==> src/rtl/vga_pkg.sv <==
// Shared VGA timing constants (640x480 @ 60 Hz defaults) and a window-test helper.
// Latency: n/a (constants and a pure function only).
// Backpressure: n/a.
package vga_pkg;

   localparam int unsigned COORD_W = 10;

   // Default horizontal timing, in pixel clocks
   localparam int unsigned H_VIS_DEF   = 640;
   localparam int unsigned H_FP_DEF    = 16;
   localparam int unsigned H_SYNC_DEF  = 96;
   localparam int unsigned H_TOTAL_DEF = 800;

   // Default vertical timing, in lines
   localparam int unsigned V_VIS_DEF   = 480;
   localparam int unsigned V_FP_DEF    = 10;
   localparam int unsigned V_SYNC_DEF  = 2;
   localparam int unsigned V_TOTAL_DEF = 525;

   // Sync windows for the default timing, as half-open ranges [START, END)
   localparam int unsigned H_SYNC_START = H_VIS_DEF + H_FP_DEF;
   localparam int unsigned H_SYNC_END   = H_SYNC_START + H_SYNC_DEF;
   localparam int unsigned V_SYNC_START = V_VIS_DEF + V_FP_DEF;
   localparam int unsigned V_SYNC_END   = V_SYNC_START + V_SYNC_DEF;

   // Unsigned half-open window test: lo <= v < hi
   function automatic logic in_window(input logic [COORD_W-1:0] v,
                                      input logic [COORD_W-1:0] lo,
                                      input logic [COORD_W-1:0] hi);
      return (v >= lo) && (v < hi);
   endfunction

endpackage

==> src/rtl/vcounter.sv <==
// Vertical line counter: advances once per trig_v, wraps at V_TOTAL-1 -> 0.
// Latency: v_next_o is combinational (row in effect this cycle); the count register lags by 1 clk.
// Backpressure: none; every trig_v cycle advances the count, including back-to-back pulses.
//   clk_i     pixel clock
//   rst_i     synchronous active-high reset, count -> 0
//   trig_v_i  end-of-line pulse from the horizontal counter
//   v_next_o  line number that applies in the current cycle
module vcounter
   import vga_pkg::*;
#(
   parameter int unsigned V_TOTAL = V_TOTAL_DEF,
   parameter int unsigned W       = COORD_W
) (
   input  logic         clk_i,
   input  logic         rst_i,
   input  logic         trig_v_i,
   output logic [W-1:0] v_next_o
);

   localparam logic [W-1:0] V_LAST = W'(V_TOTAL - 1);

   logic [W-1:0] v_count_q;
   logic [W-1:0] v_count_d;

   always_comb begin
      v_count_d = v_count_q;
      if (trig_v_i) begin
         v_count_d = (v_count_q == V_LAST) ? '0 : v_count_q + 1'b1;
      end
   end

   always_ff @(posedge clk_i) begin
      if (rst_i) begin
         v_count_q <= '0;
      end else begin
         v_count_q <= v_count_d;
      end
   end

   assign v_next_o = v_count_d;

endmodule

==> src/rtl/vga_sync_gen.sv <==
// VGA sync/timing generator fed by an upstream horizontal counter (h_count, trig_v).
// Latency: all outputs registered, 1 clk after the (h_count, trig_v) they reflect.
// Backpressure: none; free-running, one pixel per clk.
//   clk, rst          pixel clock, synchronous active-high reset
//   h_count, trig_v   horizontal position and end-of-line pulse from upstream
//   hsync, vsync      sync pulses, active level SYNC_POL
//   video_on, x, y    visible-window flag and pixel coordinates (0 when blank)
//   line_start        first pixel of each line; frame_start: pixel (0,0)
module vga_sync_gen
   import vga_pkg::*;
#(
   parameter int unsigned H_VIS    = H_VIS_DEF,
   parameter int unsigned H_FP     = H_FP_DEF,
   parameter int unsigned H_SYNC   = H_SYNC_DEF,
   parameter int unsigned H_TOTAL  = H_TOTAL_DEF,
   parameter int unsigned V_VIS    = V_VIS_DEF,
   parameter int unsigned V_FP     = V_FP_DEF,
   parameter int unsigned V_SYNC   = V_SYNC_DEF,
   parameter int unsigned V_TOTAL  = V_TOTAL_DEF,
   parameter logic        SYNC_POL = 1'b0
) (
   input  logic               clk,
   input  logic               rst,
   input  logic [COORD_W-1:0] h_count,
   input  logic               trig_v,
   output logic               hsync,
   output logic               vsync,
   output logic               video_on,
   output logic [COORD_W-1:0] x,
   output logic [COORD_W-1:0] y,
   output logic               line_start,
   output logic               frame_start
);

   localparam logic [COORD_W-1:0] H_VIS_L  = COORD_W'(H_VIS);
   localparam logic [COORD_W-1:0] H_TOT_L  = COORD_W'(H_TOTAL);
   localparam logic [COORD_W-1:0] V_VIS_L  = COORD_W'(V_VIS);
   localparam logic [COORD_W-1:0] HS_LO    = COORD_W'(H_VIS + H_FP);
   localparam logic [COORD_W-1:0] HS_HI    = COORD_W'(H_VIS + H_FP + H_SYNC);
   localparam logic [COORD_W-1:0] VS_LO    = COORD_W'(V_VIS + V_FP);
   localparam logic [COORD_W-1:0] VS_HI    = COORD_W'(V_VIS + V_FP + V_SYNC);

   // Row that applies this cycle: on the trig_v cycle this is already the new line
   logic [COORD_W-1:0] v_next;

   vcounter #(
      .V_TOTAL (V_TOTAL),
      .W       (COORD_W)
   ) u_vcnt (
      .clk_i    (clk),
      .rst_i    (rst),
      .trig_v_i (trig_v),
      .v_next_o (v_next)
   );

   logic               h_in_line;
   logic               h_act;
   logic               v_act;
   logic               hsync_d, vsync_d, video_on_d, line_start_d, frame_start_d;
   logic [COORD_W-1:0] x_d, y_d;
   logic               hsync_q, vsync_q, video_on_q, line_start_q, frame_start_q;
   logic [COORD_W-1:0] x_q, y_q;

   always_comb begin
      // h_count beyond the line length is plain blanking
      h_in_line     = (h_count < H_TOT_L);
      h_act         = h_in_line && in_window(h_count, HS_LO, HS_HI);
      v_act         = in_window(v_next, VS_LO, VS_HI);
      hsync_d       = h_act ? SYNC_POL : ~SYNC_POL;
      vsync_d       = v_act ? SYNC_POL : ~SYNC_POL;
      video_on_d    = (h_count < H_VIS_L) && (v_next < V_VIS_L);
      x_d           = video_on_d ? h_count : '0;
      y_d           = video_on_d ? v_next  : '0;
      line_start_d  = (h_count == '0);
      frame_start_d = (h_count == '0) && (v_next == '0);
   end

   always_ff @(posedge clk) begin
      if (rst) begin
         hsync_q       <= ~SYNC_POL;
         vsync_q       <= ~SYNC_POL;
         video_on_q    <= 1'b0;
         x_q           <= '0;
         y_q           <= '0;
         line_start_q  <= 1'b0;
         frame_start_q <= 1'b0;
      end else begin
         hsync_q       <= hsync_d;
         vsync_q       <= vsync_d;
         video_on_q    <= video_on_d;
         x_q           <= x_d;
         y_q           <= y_d;
         line_start_q  <= line_start_d;
         frame_start_q <= frame_start_d;
      end
   end

   assign hsync       = hsync_q;
   assign vsync       = vsync_q;
   assign video_on    = video_on_q;
   assign x           = x_q;
   assign y           = y_q;
   assign line_start  = line_start_q;
   assign frame_start = frame_start_q;

endmodule

==> config.mk <==
export PLATFORM = sky130hd
export DESIGN_NAME = vga_sync_gen
export DESIGN_NICKNAME = d
export VERILOG_FILES = /design/src/rtl/vga_pkg.sv /design/src/rtl/vcounter.sv /design/src/rtl/vga_sync_gen.sv
export SDC_FILE = /design/constraint.sdc
export NUM_CORES = 1
export LEC_CHECK = 0
export ABC_AREA = 1
export CORE_MARGIN = 2
export CORE_UTILIZATION = 51
export DETAILED_ROUTE_END_ITERATION = 10
export PLACE_DENSITY_LB_ADDON = 0.15
export SLEW_MARGIN = 40
export SYNTH_ARGS = -nofsm -noshare
export SYNTH_HDL_FRONTEND = slang
export SYNTH_SLANG_ARGS = --single-unit
export TNS_END_PERCENT = 20
==> constraint.sdc <==
create_clock -name clk -period 3.1 [get_ports clk]
set_input_delay 0.465 -clock clk [delete_from_list [all_inputs] [get_ports clk]]
set_output_delay 0.465 -clock clk [all_outputs]
set_load 0.1 [all_outputs]
==> results of run 1 <==
metrics by stage:
stage / worst slack (ns) / hold slack [ns]
after global placement: 0.645 / 0.604
final: 0.980 / 0.638
after global routing: 0.773 / 0.693
after floorplan: 1.57 / 0.552
after CTS: 0.975 / 0.637
after detailed placement: 0.615 / 0.620
metal layers:
layer / part of all wire / vias up / wire, um
met3: 0.046 / 8 / 139
met2: 0.47 / 29 / 1420
met1: 0.46 / 567 / 1390
met5: 0 / - / 0
li1: - / 668 / -
met4: 0.020 / 0 / 60
kinds of logic (layout without fill, tap and decap cells):
| logic type | after synthesis | after routing | synth area share |
|---|---|---|---|
| and+or+nand+nor | 112 | 112 | 0.381 |
| buffers and inverters | 40 | 81 | 0.112 |
| DFF | 35 | 35 | 0.467 |
| AOI/OAI and AO/OA | 4 | 4 | 0.0150 |
| adders and majority gates | 2 | 2 | 0.0167 |
| other | 1 | 1 | 0.00250 |
| xor gates and xnor gates | 1 | 1 | 0.00583 |
flip-flops by register name, indices dropped and copies added (netlist names):
register / count
x: 10
vsync: 1
video_on: 1
line_start: 1
u_vcnt.v_count_q: 10
hsync: 1
y: 10
frame_start: 1
cells in the mapped netlist:
master	number	area (sq um)
clkinv_1	1	3.75
conb_1	1	3.75
a21oi_1	1	5.00
inv_1	34	128
buf_4	1	7.51
nand4_1	4	25.0
nand2_1	37	139
ha_1	2	25.0
nand4_4	1	21.3
nor2_2	23	144
nor3_1	1	5.00
nand3_2	3	30.0
inv_2	1	3.75
buf_6	2	22.5
o21ai_0	2	10.0
nor2_4	2	22.5
a211oi_1	1	7.51
dfxtp_1	35	701
nand3b_1	1	7.51
xor2_1	1	8.76
clkbuf_1	1	3.75
nor2_1	22	82.6
nand3_1	14	70.1
nand2_2	4	25.0
power by group:
part	total [mW]	internal [mW]	switching, mW
clock network	0.235	0.0843	0.150
logic	0.156	0.0380	0.118
registers	0.468	0.462	0.00592
total	0.859	0.584	0.274
final timing paths:
kind         cells past startpoint                   to  slack, ns                 from
max reg2reg                      8                 x[8]       1.19  u_vcnt.v_count_q[0]
min                              4  u_vcnt.v_count_q[9]       0.64  u_vcnt.v_count_q[9]
max                             10                 x[8]       0.98               trig_v
min reg2reg                      4  u_vcnt.v_count_q[9]       0.64  u_vcnt.v_count_q[9]
critical path: cells and delay by family:
| family | cells | cell delay, ns |
|---|---|---|
| buffers and inverters | 2 | 0.71 |
| AND/OR/NAND/NOR | 8 | 1.16 |
final cells by class:
class	instances	area, sq um
multi-input cells	120	632
flip-flops and latches	35	701
fillers	252	922
inverters	36	135
clock inverters	3	15.0
clock buffers	5	37.5
well taps	31	38.8
repair buffers	37	300
==> impl_metrics.tcl, run 1 <==
set metrics [dict create \
    drc 0 \
    grt_setup_unrepaired "false" \
    synth_area_sq_mm 0.00150 \
    setup_viol 0 \
    numCtsBuffers 5 \
    cpPeakStageDelay_ns 0.65 \
    via_count 1272 \
    antenna_found_initial 0 \
    hpwl_um 2340 \
    finalPower_uw 859 \
    path_max_fanout 20 \
    tns_ns 0 \
    cts_buffer_depth 2 \
    cap_viol_max_count 0 \
    slew-limit-headroom 0.597 \
    p_per_area_mw_per_mm2 462 \
    globalRouteMet2Util 0.303 \
    path_cells "clkdlybuf4s50_1, nand2_1, nor2_2, nand3_1, nand2_1, nand3_2, nand2_1, clkinv_1, nand2_2, nor2_2" \
    routed_wl_um 3010 \
    grt_max_degree 21 \
    status "finished, final reports clean" \
    gp_congestion 0.835 \
    start_util 0.540 \
    clk-insertion-delay-late_ns 0.34 \
    syn_avg_cell_area_sq_um 7.70 \
    p_leak_nw 0.895 \
    ys_types 24 \
    wl_per_cell_um 11.3 \
    drtAntennaViolNets 0 \
    ctsHoldBuffers 0 \
    place_area_sq_mm 0.00181 \
    synth_warnings 0 \
    die_h_um 58.3 \
    hold_viol_final 0 \
    diodes 0 \
    layout_common_cells "nand2_1, dfxtp_1, inv_1" \
    dieArea_sq_mm 0.00339 \
    stdcell_count 267 \
    worst_pin_slew_ns 0.603 \
    use_met3 0.0603 \
    yosysSeqAreaShare 0.467 \
    coreArea_sq_mm 0.00278 \
    cp_slowest_cell "clkdlybuf4s50_1" \
    criticalPathCategory "input port to register" \
    clk_pin_slew_ns 0.10 \
    hold_path_class "register to register" \
    htreeDepth 2 \
    grt_pass1_vias 1119 \
    crit_top_cell "nand2_1" \
    cts_tree "yes" \
    synth-seq-cells 35 \
    critPathLaunchType "input port" \
    fmax_mhz 472 \
    final_common_cell "nand2_1" \
    dp_cells 259 \
    synth_cells 195 \
    rows 19 \
    grt_pass1_wl_um 4980 \
    crit_required_ns 3.32 \
    dieWidth_um 58.3 \
    grtUsageTotal 0.199 \
    design_area_sq_mm 0.00186 \
    finalNetCount 250 \
    grt_overflow 0 \
    port_buffers 37 \
    root_buffer "clkbuf_4" \
    dr.first_iter.drc_count 28 \
    layout-drive-gt1-share 0.284 \
    fin_crit_ns 2.12 \
    utilization 0.668 \
    crit_arrival_ns 2.34 \
    grtUsageMet1 0.258 \
    grt.busiest_layer "met2" \
    ios 38 \
    post_cts_buffers 0 \
    cts_sinks 35 \
    peakVddDrop_v 0.000402 \
    cts_resized 0 \
    area_growth_pct 23.8 \
    skew_ns 0.00522 \
    cp-end-kind "register" \
    fin_crit_sh 0.684 \
    drt-pass1-iter-count 4 \
    syn_nets 210 \
    avgViaCountPerCell 4.76 \
    finalMaxSlewViolations 0 \
]
Power figures use the tool's default switching activity.
==> inputs of run 2 (changes only) <==
Settings changed: CORE_UTILIZATION 51 to 48.
Clock period 3.1 ns to 2.1 ns, I/O delays scaled along.
==> run 2 against run 1 <==
Sequential cell count stayed put; sequential share of layout area is 0.96 points lower; non-clock buffer count is 3 higher; combinational power is 53% higher; clock-buffer cell count is 1 higher; routed wire length is 4.0% lower; critical path type is now register to register.
==> impl_metrics.tcl, run 2 (synthesis results as in run 1) <==
set metrics [dict create \
    status "finished, final reports clean" \
    crit_arrival_ns 1.94 \
    cap_viol_max_count 0 \
    coreArea_sq_mm 0.00300 \
    cpPeakStageDelay_ns 0.44 \
    crit_family "simple AND/OR/NAND/NOR gates" \
    p_per_area_mw_per_mm2 674 \
    clk_pin_slew_ns 0.10 \
    numCtsBuffers 5 \
    critPathBufInv 1 \
    p_leak_nw 0.914 \
    peakVddDrop_v 0.000484 \
    layout_common_cells "nand2_1, dfxtp_1, inv_1" \
    crit_top_cell "nor2_2" \
    die_h_um 59.9 \
    fin_crit_sh 0.818 \
    drtAntennaViolNets 0 \
    stdcell_count 271 \
    ctsHoldBuffers 0 \
    path_cells "ha_1, nand2_1, nor2_2, a21oi_1, nor2_1, nand3_2, nand2_2, buf_12, nor2_2" \
    wl_per_cell_um 10.7 \
    crit_required_ns 2.32 \
    hold_viol_final 0 \
    nFillCells 274 \
    layout-drive-gt1-share 0.290 \
    place_ws_ns 0.0909 \
    skew_ns 0.0168 \
    criticalPathCategory "register to register" \
    routed_wl_um 2890 \
    finalPower_mw 1.29 \
    drc 0 \
    final_common_cell "nand2_1" \
    path_max_fanout 20 \
    setup_viol 0 \
    fmax_mhz 582 \
    cp_slowest_cell "dfxtp_1" \
    critPathLaunchType "register" \
    fin_crit_ns 1.72 \
    root_buffer "clkbuf_4" \
    grtUsageTotal 0.178 \
    grt_pass1_vias 1145 \
    htreeDepth 2 \
    area_growth_pct 27.1 \
    hold_path_class "input port to register" \
    avgViaCountPerCell 4.64 \
    cts_buffer_depth 2 \
    gp_congestion 0.896 \
    rows 20 \
    antenna_found_initial 0 \
    diodes 0 \
    setup_ws_ns 0.382 \
    start_util 0.500 \
    finalNetCount 253 \
    via_count 1257 \
    grt_pass1_wl_um 4750 \
    drt-pass1-iter-count 4 \
    utilization 0.635 \
    tns_ns 0 \
    port_buffers 37 \
    cts_tree "yes" \
    grt_setup_unrepaired "false" \
    cp-end-kind "register" \
    ios 38 \
    cts_resized 0 \
    grt_overflow 0 \
    hpwl_um 2310 \
    post_cts_buffers 0 \
    dieArea_sq_mm 0.00359 \
    dr.first_iter.drc_count 29 \
    clk-insertion-delay-late_ns 0.33 \
    cts_sinks 35 \
    dieWidth_um 59.9 \
    dp_cells 264 \
    finalMaxSlewViolations 0 \
    grt_max_degree 21 \
]
## run 2: cell count changes in the layout (fill, tap and decap cells not counted), sizes merged
cell	previous run	this run
clkinv	4	2
buf	25	28
clkbuf	5	6
## run 2: stage by stage
step / hold slack, ns / cell area [sq um]
after floorplan: 0.439 / 1500
after global placement: 0.584 / 1850
after detailed placement: 0.595 / 1850
after CTS: 0.545 / 1910
after global routing: 0.550 / 1910
final: 0.552 / 1910
## run 2: routing by layer
| layer | global-route usage | vias to the layer above | wire length [um] |
|---|---|---|---|
| met5 | 0 | - | 0 |
| met3 | 0.0563 | 5 | 138 |
| met4 | 0.0698 | 0 | 34 |
| li1 | - | 674 | - |
| met2 | 0.276 | 28 | 1340 |
| met1 | 0.230 | 550 | 1380 |
## run 2: layout make-up
| cell class | count | area, sq um | share of cell area |
|---|---|---|---|
| Multi-Input combinational cell | 120 | 632 | 0.331 |
| Inverter | 36 | 135 | 0.0708 |
| Clock inverter | 1 | 5.00 | 0.00262 |
| Clock buffer | 6 | 51.3 | 0.0269 |
| Sequential cell | 35 | 701 | 0.367 |
| Tap cell | 33 | 41.3 | 0.0216 |
| Timing Repair Buffer | 40 | 343 | 0.180 |
## run 2: power breakdown
part / switching [mW] / internal (mW)
clock network: 0.202 / 0.155
logic: 0.175 / 0.0645
registers: 0.00843 / 0.682
## run 2: path summary, 6_finish.rpt
kind,startpoint,depth (start not counted),slack (ns),to
max,u_vcnt.v_count_q[0],9,0.38,x[7]
min,h_count[3],3,0.55,x[3]
max reg2reg,u_vcnt.v_count_q[0],9,0.38,x[7]
min reg2reg,u_vcnt.v_count_q[9],4,0.61,u_vcnt.v_count_q[9]
## run 2: tightest hold or removal path: cells and delay by family
family        cells  cell delay (ns)
buf+inv           2             0.48
simple gates      1             0.04
==> inputs of run 3 (changes only) <==
Clock period 2.1 ns to 1.7 ns, I/O delays scaled along.
==> run 3 against run 2 <==
Core utilization rose by 15 points; via count up 6.6%; die area unchanged; clock skew down 0.0032 ns; sequential cell count unchanged; worst setup slack lost 0.25 ns; sequential power up 25%; register-to-register slack worse by 0.25 ns; cell count rose by 3.7%; hold slack lost 0.074 ns.
==> impl_metrics.tcl, run 3 (synthesis results as in run 1) <==
set metrics [dict create \
    finalNetCount 262 \
    fin_crit_sh 0.924 \
    post_cts_buffers 0 \
    grt_max_degree 12 \
    p_per_area_mw_per_mm2 786 \
    final_common_cell "nand2_1" \
    hold_viol_final 0 \
    peakVddDrop_v 0.00107 \
    rows 20 \
    p_leak_nw 1.06 \
    dr.first_iter.drc_count 65 \
    drtAntennaViolNets 0 \
    cap_viol_max_count 0 \
    cp-endpoint "y[2]" \
    clk-insertion-delay-late_ns 0.34 \
    grtUsageTotal 0.209 \
    clk_pin_slew_ns 0.11 \
    area_growth_pct 56.4 \
    setup_viol 0 \
    cp_slowest_cell "dfxtp_4" \
    port_buffers 37 \
    rr_worst_depth 9 \
    gp_congestion 0.829 \
    tns_ns 0 \
    critPathLaunchType "register" \
    crit_family "simple AND/OR/NAND/NOR gates" \
    cts_sinks 35 \
    cts_tree "yes" \
    root_buffer "clkbuf_4" \
    drt-pass1-iter-count 4 \
    numCtsBuffers 5 \
    cp-startpoint "u_vcnt.v_count_q[1]" \
    fin_crit_ns 1.57 \
    drc 0 \
    via_count 1340 \
    grt_pass1_wl_um 5400 \
    crit_top_cell "nor2_2" \
    grt_pass1_vias 1245 \
    layout-drive-gt1-share 0.335 \
    cpPeakStageDelay_ns 0.39 \
    antenna_found_initial 0 \
    utilization 0.782 \
    avgViaCountPerCell 4.77 \
    dieArea_sq_mm 0.00359 \
    skew_ns 0.0136 \
    stdcell_count 281 \
    status "finished, final reports clean" \
    coreArea_sq_mm 0.00300 \
    critPathBufInv 1 \
    nFillCells 208 \
    cts_buffer_depth 2 \
    diodes 0 \
    grt_setup_unrepaired "false" \
    hold_path_class "input port to register" \
    die_h_um 59.9 \
    fmax_mhz 637 \
    crit_arrival_ns 1.81 \
    reg2reg_to "y[2]" \
    path_max_fanout 11 \
    cp_num_cells 9 \
    layout_common_cells "nand2_1, inv_1, dfxtp_1" \
    ctsHoldBuffers 0 \
    start_util 0.500 \
    criticalPathCategory "register to register" \
    crit_required_ns 1.94 \
    path_cells "ha_2, nand2_1, nor2_2, a21oi_1, nor2_1, nand3_2, nand2_4, buf_12, nor2_2" \
    r2r_slack_ns 0.13 \
    worstReg2RegStart "u_vcnt.v_count_q[1]" \
    wl_per_cell_um 11.9 \
    finalMaxSlewViolations 0 \
    htreeDepth 2 \
    ios 38 \
    hpwl_um 2720 \
    routed_wl_um 3350 \
    dieWidth_um 59.9 \
    cp-end-kind "register" \
    dp_cells 273 \
    grt_overflow 0 \
]
[run 3: cell count changes in the layout (fill, tap and decap cells not counted)]
cell	delta
ha_2	+1
nor2_1	-1
dfxtp_1	-2
ha_1	-1
nand2_2	-1
bufinv_16	+1
dfxtp_4	+2
buf_12	+26
buf_4	-17
nor2_2	+1
nand2_4	+1
[run 3: cell type report]
type / instances / area, sq um / share of cell area
Clock buffer: 6 / 51.3 / 0.0218
Timing Repair Buffer: 49 / 736 / 0.313
Clock inverter: 2 / 35.0 / 0.0149
Sequential cell: 35 / 708 / 0.302
Inverter: 36 / 135 / 0.0575
Multi-Input combinational cell: 120 / 642 / 0.273
Tap cell: 33 / 41.3 / 0.0176
[run 3: worst register-to-register path, stage by stage, from the launching register on]
cell	delay [ns]
dfxtp_4	0.39
ha_2	0.19
nand2_1	0.09
nor2_2	0.14
a21oi_1	0.08
nor2_1	0.17
nand3_2	0.13
nand2_4	0.12
buf_12	0.14
nor2_2	0.04
[run 3: worst min path at each step]
stage | from | cells past startpoint | slack [ns] | endpoint
detailed placement | u_vcnt.v_count_q[9] | 5 | 0.66 | u_vcnt.v_count_q[9]
CTS | h_count[1] | 3 | 0.46 | x[1]
finish | h_count[1] | 3 | 0.48 | x[1]
floorplan | h_count[8] | 2 | 0.38 | hsync
global route | h_count[1] | 3 | 0.48 | x[1]
global placement | u_vcnt.v_count_q[0] | 4 | 0.64 | y[0]
[run 3: metrics by stage]
stage / instance area, sq um / hold WS [ns] / worst slack (ns) / power, mW
2_1_floorplan: 1500 / 0.379 / 0.228 / 1.09
3_3_place_gp: 2240 / 0.645 / -0.114 / 1.24
3_5_place_dp: 2240 / 0.663 / -0.174 / 1.24
4_1_cts: 2330 / 0.465 / 0.0375 / 1.86
5_1_grt: 2350 / 0.477 / 0.000595 / 1.92
6_report: 2350 / 0.478 / 0.129 / 1.85
[run 3: repair_timing]
action | CTS | global route
resized for setup | 0 | 7
hold endpoints to repair | 0 | 0
endpoints found under the setup margin | 0 | 22
[run 3: per-layer routing]
| metal | vias up | global-route usage | routed length, um |
|---|---|---|---|
| met5 | - | 0 | 0 |
| met4 | 0 | 0.0952 | 56 |
| met3 | 6 | 0.0606 | 147 |
| met2 | 39 | 0.329 | 1690 |
| met1 | 603 | 0.262 | 1460 |
| li1 | 692 | - | - |
[run 3: power breakdown]
group	internal, mW	total [mW]	switching, mW
logic	0.139	0.362	0.223
registers	0.843	0.864	0.0218
clock network	0.347	0.620	0.273
